$ cat config.mk
export PLATFORM = sky130hd
export DESIGN_NAME = mixn_seq_flat
export DESIGN_NICKNAME = d
export VERILOG_FILES = /design/src/rtl/mixn_seq_if.sv /design/src/rtl/mixn_seq.sv /design/src/flat_wrapper.sv
export SDC_FILE = /design/constraint.sdc
export NUM_CORES = 1
export LEC_CHECK = 0
export CAP_MARGIN = 20
export CORE_MARGIN = 2
export CORE_UTILIZATION = 44
export CTS_BUF_LIST = sky130_fd_sc_hd__clkbuf_4
export CTS_CLUSTER_DIAMETER = 30
export CTS_CLUSTER_SIZE = 30
export DETAILED_ROUTE_END_ITERATION = 8
export PLACE_DENSITY = 0.72
export SLEW_MARGIN = 20
export SYNTH_ARGS = -nofsm -noshare
export SYNTH_HDL_FRONTEND = slang
export SYNTH_SLANG_ARGS = --single-unit
$ cat constraint.sdc
create_clock -name clk -period 23.6 [get_ports clk]
set_clock_uncertainty 0.15 [all_clocks]
set_input_delay 2.36 -clock clk [delete_from_list [all_inputs] [get_ports clk]]
set_output_delay 2.36 -clock clk [all_outputs]
set_load 0.1 [all_outputs]
$ cat src/rtl/mixn_seq_if.sv
// Frame-mixer bus: the frame request and voice data flowing into the mixer,
// and the mixed sample plus status flowing back out to the I2S side.
interface mixn_seq_if #(
  parameter int NUM_CH = 4,
  parameter int SAMP_W = 16,
  parameter int GAIN_W = 8,
  parameter int OUT_W  = 16
);
  logic                       start;
  logic [NUM_CH*SAMP_W-1:0]   samp_in;
  logic [NUM_CH*GAIN_W-1:0]   gain;
  logic [NUM_CH-1:0]          mute;
  logic                       busy;
  logic [OUT_W-1:0]           samp_out;
  logic                       samp_valid;
  logic                       clip;

  modport master (
    output start, samp_in, gain, mute,
    input  busy, samp_out, samp_valid, clip
  );

  modport slave (
    input  start, samp_in, gain, mute,
    output busy, samp_out, samp_valid, clip
  );
endinterface

$ cat src/rtl/mixn_seq.sv
// N-voice sequential sample mixer. A start pulse snapshots all voices, one
// multiply-accumulate per clock sums the gained, unmuted voices, and a final
// cycle rescales by the gain fraction and saturates to the output width.
module mixn_seq #(
  parameter int NUM_CH = 4,
  parameter int SAMP_W = 16,
  parameter int GAIN_W = 8,
  parameter int OUT_W  = 16
) (
  input  logic       clk,
  input  logic       reset,
  mixn_seq_if.slave  bus
);

  // Product of a signed sample and a zero-extended gain, and an accumulator
  // wide enough to hold NUM_CH of them without overflow.
  localparam int PROD_W = SAMP_W + GAIN_W + 1;
  localparam int ACC_W  = SAMP_W + GAIN_W + 1 + $clog2(NUM_CH + 1);
  localparam int IDX_W  = (NUM_CH > 1) ? $clog2(NUM_CH) : 1;

  localparam logic signed [ACC_W-1:0] SAT_MAX = {{(ACC_W-OUT_W+1){1'b0}}, {(OUT_W-1){1'b1}}};
  localparam logic signed [ACC_W-1:0] SAT_MIN = {{(ACC_W-OUT_W+1){1'b1}}, {(OUT_W-1){1'b0}}};
  localparam logic [OUT_W-1:0]        OUT_MAX = {1'b0, {(OUT_W-1){1'b1}}};
  localparam logic [OUT_W-1:0]        OUT_MIN = {1'b1, {(OUT_W-1){1'b0}}};

  typedef enum logic [1:0] {
    S_IDLE  = 2'd0,
    S_ACCUM = 2'd1,
    S_SCALE = 2'd2
  } state_t;

  state_t                    r_state;
  state_t                    w_next;

  logic signed [SAMP_W-1:0]  r_samp [NUM_CH];
  logic [GAIN_W-1:0]         r_gain [NUM_CH];
  logic [NUM_CH-1:0]         r_mute;

  logic signed [ACC_W-1:0]   r_acc;
  logic [IDX_W-1:0]          r_idx;
  logic signed [OUT_W-1:0]   r_samp_out;
  logic                      r_valid;
  logic                      r_clip;

  logic signed [PROD_W-1:0]  w_samp_ext;
  logic signed [PROD_W-1:0]  w_gain_ext;
  logic signed [PROD_W-1:0]  w_prod;
  logic signed [ACC_W-1:0]   w_term;
  logic                      w_last;
  logic                      w_accept;
  logic [OUT_W:0]            w_sat;

  // Drop the gain fraction bits; arithmetic shift rounds toward -inf.
  function automatic logic signed [ACC_W-1:0] scale_acc(input logic signed [ACC_W-1:0] a);
    return a >>> GAIN_W;
  endfunction

  // Clamp to the signed output range; MSB of the result is the clip flag.
  function automatic logic [OUT_W:0] saturate(input logic signed [ACC_W-1:0] s);
    if (s > SAT_MAX) begin
      return {1'b1, OUT_MAX};
    end else if (s < SAT_MIN) begin
      return {1'b1, OUT_MIN};
    end else begin
      return {1'b0, s[OUT_W-1:0]};
    end
  endfunction

  assign w_accept   = (r_state == S_IDLE) && bus.start;
  assign w_last     = (r_idx == IDX_W'(NUM_CH - 1));
  assign w_samp_ext = PROD_W'(r_samp[r_idx]);
  assign w_gain_ext = PROD_W'({1'b0, r_gain[r_idx]});
  assign w_prod     = w_samp_ext * w_gain_ext;
  assign w_term     = r_mute[r_idx] ? {ACC_W{1'b0}} : ACC_W'(w_prod);
  assign w_sat      = saturate(scale_acc(r_acc));

  assign bus.busy       = (r_state != S_IDLE);
  assign bus.samp_out   = r_samp_out;
  assign bus.samp_valid = r_valid;
  assign bus.clip       = r_clip;

  // State register.
  always_ff @(posedge clk) begin
    if (!reset) begin
      r_state <= S_IDLE;
    end else begin
      r_state <= w_next;
    end
  end

  // Next-state logic: start is only honoured in IDLE, so pulses while busy are dropped.
  always_comb begin
    w_next = r_state;
    case (r_state)
      S_IDLE:  if (bus.start) w_next = S_ACCUM;
      S_ACCUM: if (w_last)    w_next = S_SCALE;
      S_SCALE: w_next = S_IDLE;
      default: w_next = S_IDLE;
    endcase
  end

  // Frame snapshot so input changes after the accepting edge cannot disturb the sum.
  always_ff @(posedge clk) begin
    if (w_accept) begin
      for (int i = 0; i < NUM_CH; i++) begin
        r_samp[i] <= bus.samp_in[i*SAMP_W +: SAMP_W];
        r_gain[i] <= bus.gain[i*GAIN_W +: GAIN_W];
      end
      r_mute <= bus.mute;
    end
  end

  // Accumulate one voice per clock, then publish the scaled result with a one-cycle strobe.
  always_ff @(posedge clk) begin
    if (!reset) begin
      r_acc      <= '0;
      r_idx      <= '0;
      r_samp_out <= '0;
      r_valid    <= 1'b0;
      r_clip     <= 1'b0;
    end else begin
      r_valid <= 1'b0;
      case (r_state)
        S_IDLE: begin
          if (bus.start) begin
            r_acc <= '0;
            r_idx <= '0;
          end
        end
        S_ACCUM: begin
          r_acc <= r_acc + w_term;
          r_idx <= r_idx + 1'b1;
        end
        S_SCALE: begin
          r_samp_out <= w_sat[OUT_W-1:0];
          r_clip     <= w_sat[OUT_W];
          r_valid    <= 1'b1;
        end
        default: ;
      endcase
    end
  end

endmodule

$ cat src/flat_wrapper.sv
// flat-port wrapper written by rule: the top's interface ports become plain ports
module mixn_seq_flat 
#(
  parameter int NUM_CH = 4,
  parameter int SAMP_W = 16,
  parameter int GAIN_W = 8,
  parameter int OUT_W  = 16
)
  (clk, reset, bus_start, bus_samp_in, bus_gain, bus_mute, bus_busy, bus_samp_out, bus_samp_valid, bus_clip);
  mixn_seq_if #(.NUM_CH(NUM_CH), .SAMP_W(SAMP_W), .GAIN_W(GAIN_W), .OUT_W(OUT_W)) bus_i ();
  input  logic clk;
  input  logic reset;
  input wire logic [$bits(bus_i.start)-1:0] bus_start;
  input wire logic [$bits(bus_i.samp_in)-1:0] bus_samp_in;
  input wire logic [$bits(bus_i.gain)-1:0] bus_gain;
  input wire logic [$bits(bus_i.mute)-1:0] bus_mute;
  output wire logic [$bits(bus_i.busy)-1:0] bus_busy;
  output wire logic [$bits(bus_i.samp_out)-1:0] bus_samp_out;
  output wire logic [$bits(bus_i.samp_valid)-1:0] bus_samp_valid;
  output wire logic [$bits(bus_i.clip)-1:0] bus_clip;
  assign bus_i.start = bus_start;
  assign bus_i.samp_in = bus_samp_in;
  assign bus_i.gain = bus_gain;
  assign bus_i.mute = bus_mute;
  assign bus_busy = bus_i.busy;
  assign bus_samp_out = bus_i.samp_out;
  assign bus_samp_valid = bus_i.samp_valid;
  assign bus_clip = bus_i.clip;
  mixn_seq #(.NUM_CH(NUM_CH), .SAMP_W(SAMP_W), .GAIN_W(GAIN_W), .OUT_W(OUT_W)) u_core (.clk(clk), .reset(reset), .bus(bus_i));
endmodule
==> run_results.csv <==
group,metric,value,unit
run_status,status,"complete, no violations",
floorplan,dieArea,27400,um2
timing,rsz0062_at_grt,"false",
floorplan,die_x,165,um
cts,cts.sink_count,152,
grt,antenna_found_initial,1,
drt,vias,7904,
synthesis,synthesis.area,11500,um2
critical_path,critPathSlowestCell,"dfxtp_2",
timing,relSlewSlack,25.9,%
place,dp_hpwl,17.9,mm
critical_path,critPathBufInv,2,
synthesis,syn_area_per_cell,10.6,um2
synthesis,synthAdderAreaFrac,26.6,%
cells_and_area,final_cell_mix,"inv_1 (165), clkdlybuf4s50_1 (121), fa_1 (103)",
synthesis,ys_ff_latch,152,
drt,avgViaCountPerCell,5.12,
cells_and_area,nets,1477,
cells_and_area,mostFrequentLayoutCell,"inv_1",
grt,grt_use_total,17.8,%
cells_and_area,regArea,4050,um2
grt,grt_pass1_wl,38.7,mm
timing,worst_pin_slew,1.11,ns
cells_and_area,fillers,2299,
cts,insertion_delay,0.59,ns
min_path,hp-class,"flip-flop to flip-flop",
timing,slew_viol_final,0,
synthesis,synth_flop_cell,"edfxtp_1",
floorplan,fp.dieH,165,um
grt,overflow,0,
synthesis,synth.yosys.warnings,0,
cts,cts_inserted_buffers,17,
place,gp_congestion,0.919,
cts,cts_root_buf,"clkbuf_4",
synthesis,async_reset_ff_share,0,%
critical_path,critPathMaxStageDelay,0.95,ns
synthesis,synth-simple-area-share,12.8,%
drt,drt-total-wl,23.1,mm
cells_and_area,area_growth,16.3,%
cts,clkTransAtPathRegs,0.17,ns
timing,period_share,35.1,%
synthesis,yosysSeqAreaShare,35.2,%
timing,period_needed,8.28,ns
critical_path,cp_max_fo,24,
floorplan,start_util,44.4,%
floorplan,io_pins,122,
critical_path,start_kind,"flip-flop",
timing,setup_tns,0,ns
place,io_buffers,121,
cts,hold_buffers,0,
critical_path,cp.arrival,8.62,ns
cts,cts_resized,0,
cts,cts_tree,"yes",
timing,hold_viol,0,
drt,drt_pre_antenna_iters,5,
floorplan,rows,59,
timing,setup-violations-final,0,
critical_path,criticalPathCategory,"flip-flop to flip-flop",
critical_path,crit_top_cell,"fa_1",
critical_path,crit_family,"adder cells",
cts,cts_setup_buffers,0,
drt,routed_wire_length_per_instance,15.0,um
synthesis,synth_xor_area_share,3.21,%
critical_path,endpoint_kind,"flip-flop",
cells_and_area,multi_input_comb_area,6670,um2
drt,ant_nets,0,
drt,drt_iter0_markers,409,
grt,grt_start_max_net_pins,89,
synthesis,syn-num-nets,1367,
cts,cts_buffer_depth,2,
synthesis,synth_top_family_by_area,"adder cells",
timing,fmax,0.121,GHz
synthesis,synth_edf_count,100,
cells_and_area,drive_above_1_share,6.55,%
grt,grt_pass1_vias,8125,
flow_run,maxCapViolations,0,
synthesis,synthMuxAreaShare,4.91,%
synthesis,ys_types,67,
cts,htree_num_levels,4,
synthesis,synth-compound-area-share,10.7,%
floorplan,core_area,25800,um2
synthesis,synthCells,1084,
drt,post-route-drc-count,0,
critical_path,required,23.95,ns
[worst register-to-register path, cell delays in order (launching register included)]
cell       delay [ns]
dfxtp_2          0.95
mux4_2           0.78
and2_1           0.22
fa_1             0.56
fa_1             0.45
fa_1             0.56
inv_1            0.06
fa_1             0.53
inv_1            0.04
ha_1             0.33
or2_2            0.32
a31oi_1          0.25
o21ai_0          0.11
a21oi_1          0.18
xor2_1           0.16
nor2_1           0.06
ha_1             0.33
and3_4           0.20
a221o_1          0.40
a2111oi_4        0.38
nor2_2           0.11
a211oi_2         0.25
o31ai_2          0.12
maj3_2           0.32
a21oi_2          0.14
xor2_1           0.15
o21ai_1          0.07
[Yosys cell counts (18+ instances only)]
master,count,area [um2]
clkbuf_1,25,93.8
a21oi_1,58,290
dfxtp_1,52,1040
nand3_1,19,95.1
xnor2_1,24,210
inv_1,166,623
o21ai_0,32,160
xor2_1,18,158
nand2_1,95,357
edfxtp_1,100,3000
ha_1,77,963
nor2_1,49,184
mux4_2,25,563
and2_1,77,482
a21o_1,24,180
fa_1,103,2060
[kinds of logic (layout without fill, tap and decap cells)]
logic type | after synthesis | count (layout)
other cells | 0 | 1
compound gates | 187 | 187
flops | 152 | 152
fa+ha+maj | 182 | 182
mux | 25 | 25
simple gates | 295 | 295
buf+inv | 201 | 324
xor+xnor | 42 | 42
[metrics by stage]
stage	instances	worst slack (ns)	instance area [um2]	hold slack, ns	utilization (%)
after floorplan	1084	15.71	11500	0.298	-
after global placement	1510	15.47	13000	0.292	50.3
after detailed placement	1510	15.30	13000	0.297	50.3
after CTS	1542	15.23	13300	0.316	51.6
after global routing	1543	14.71	13300	0.333	51.6
final	1543	15.33	13300	0.312	51.6
[worst paths after layout]
kind / depth (start not counted) / slack [ns] / end / startpoint
worst max register to register: 26 / 15.33 / u_core.r_acc[26]$_SDFFE_PN0P_ / flip-flop
worst min-delay path: 2 / 0.31 / u_core.bus.samp_out[6]$_SDFFE_PN0P_ / u_core.bus.samp_out[6]$_SDFFE_PN0P_
worst max-delay path: 26 / 15.33 / u_core.r_acc[26]$_SDFFE_PN0P_ / flip-flop
worst min register to register: 2 / 0.31 / u_core.bus.samp_out[6]$_SDFFE_PN0P_ / u_core.bus.samp_out[6]$_SDFFE_PN0P_
[layer usage]
layer	track usage, %	vias to the layer above	share of wire (%)
met1	24.3	3802	47
met4	4.04	0	1.1
met2	29.3	199	47
met3	3.77	23	4.6
li1	-	3880	-
met5	0	-	0
[sequential cells by signal (all words and copies together) (netlist names), named ones only]
name	count
u_core.r_idx	2
u_core.r_state	2
u_core.bus.samp_valid	1
u_core.r_samp	64
u_core.bus.samp_out	16
u_core.r_mute	4
u_core.r_acc	28
u_core.r_gain	32
u_core.bus.clip	1
[final cells by class]
cell class	count	area share, %
inverters	168	4.75
well taps	335	3.14
clock inverters	15	1.54
diodes	1	0.0188
repair buffers	124	9.25
clock buffers	17	0.957
multi-input cells	731	50.0
flip-flops and latches	152	30.3
Power is not shown: default switching activity piles up to over one toggle a cycle in this logic, so the estimate is an artifact.
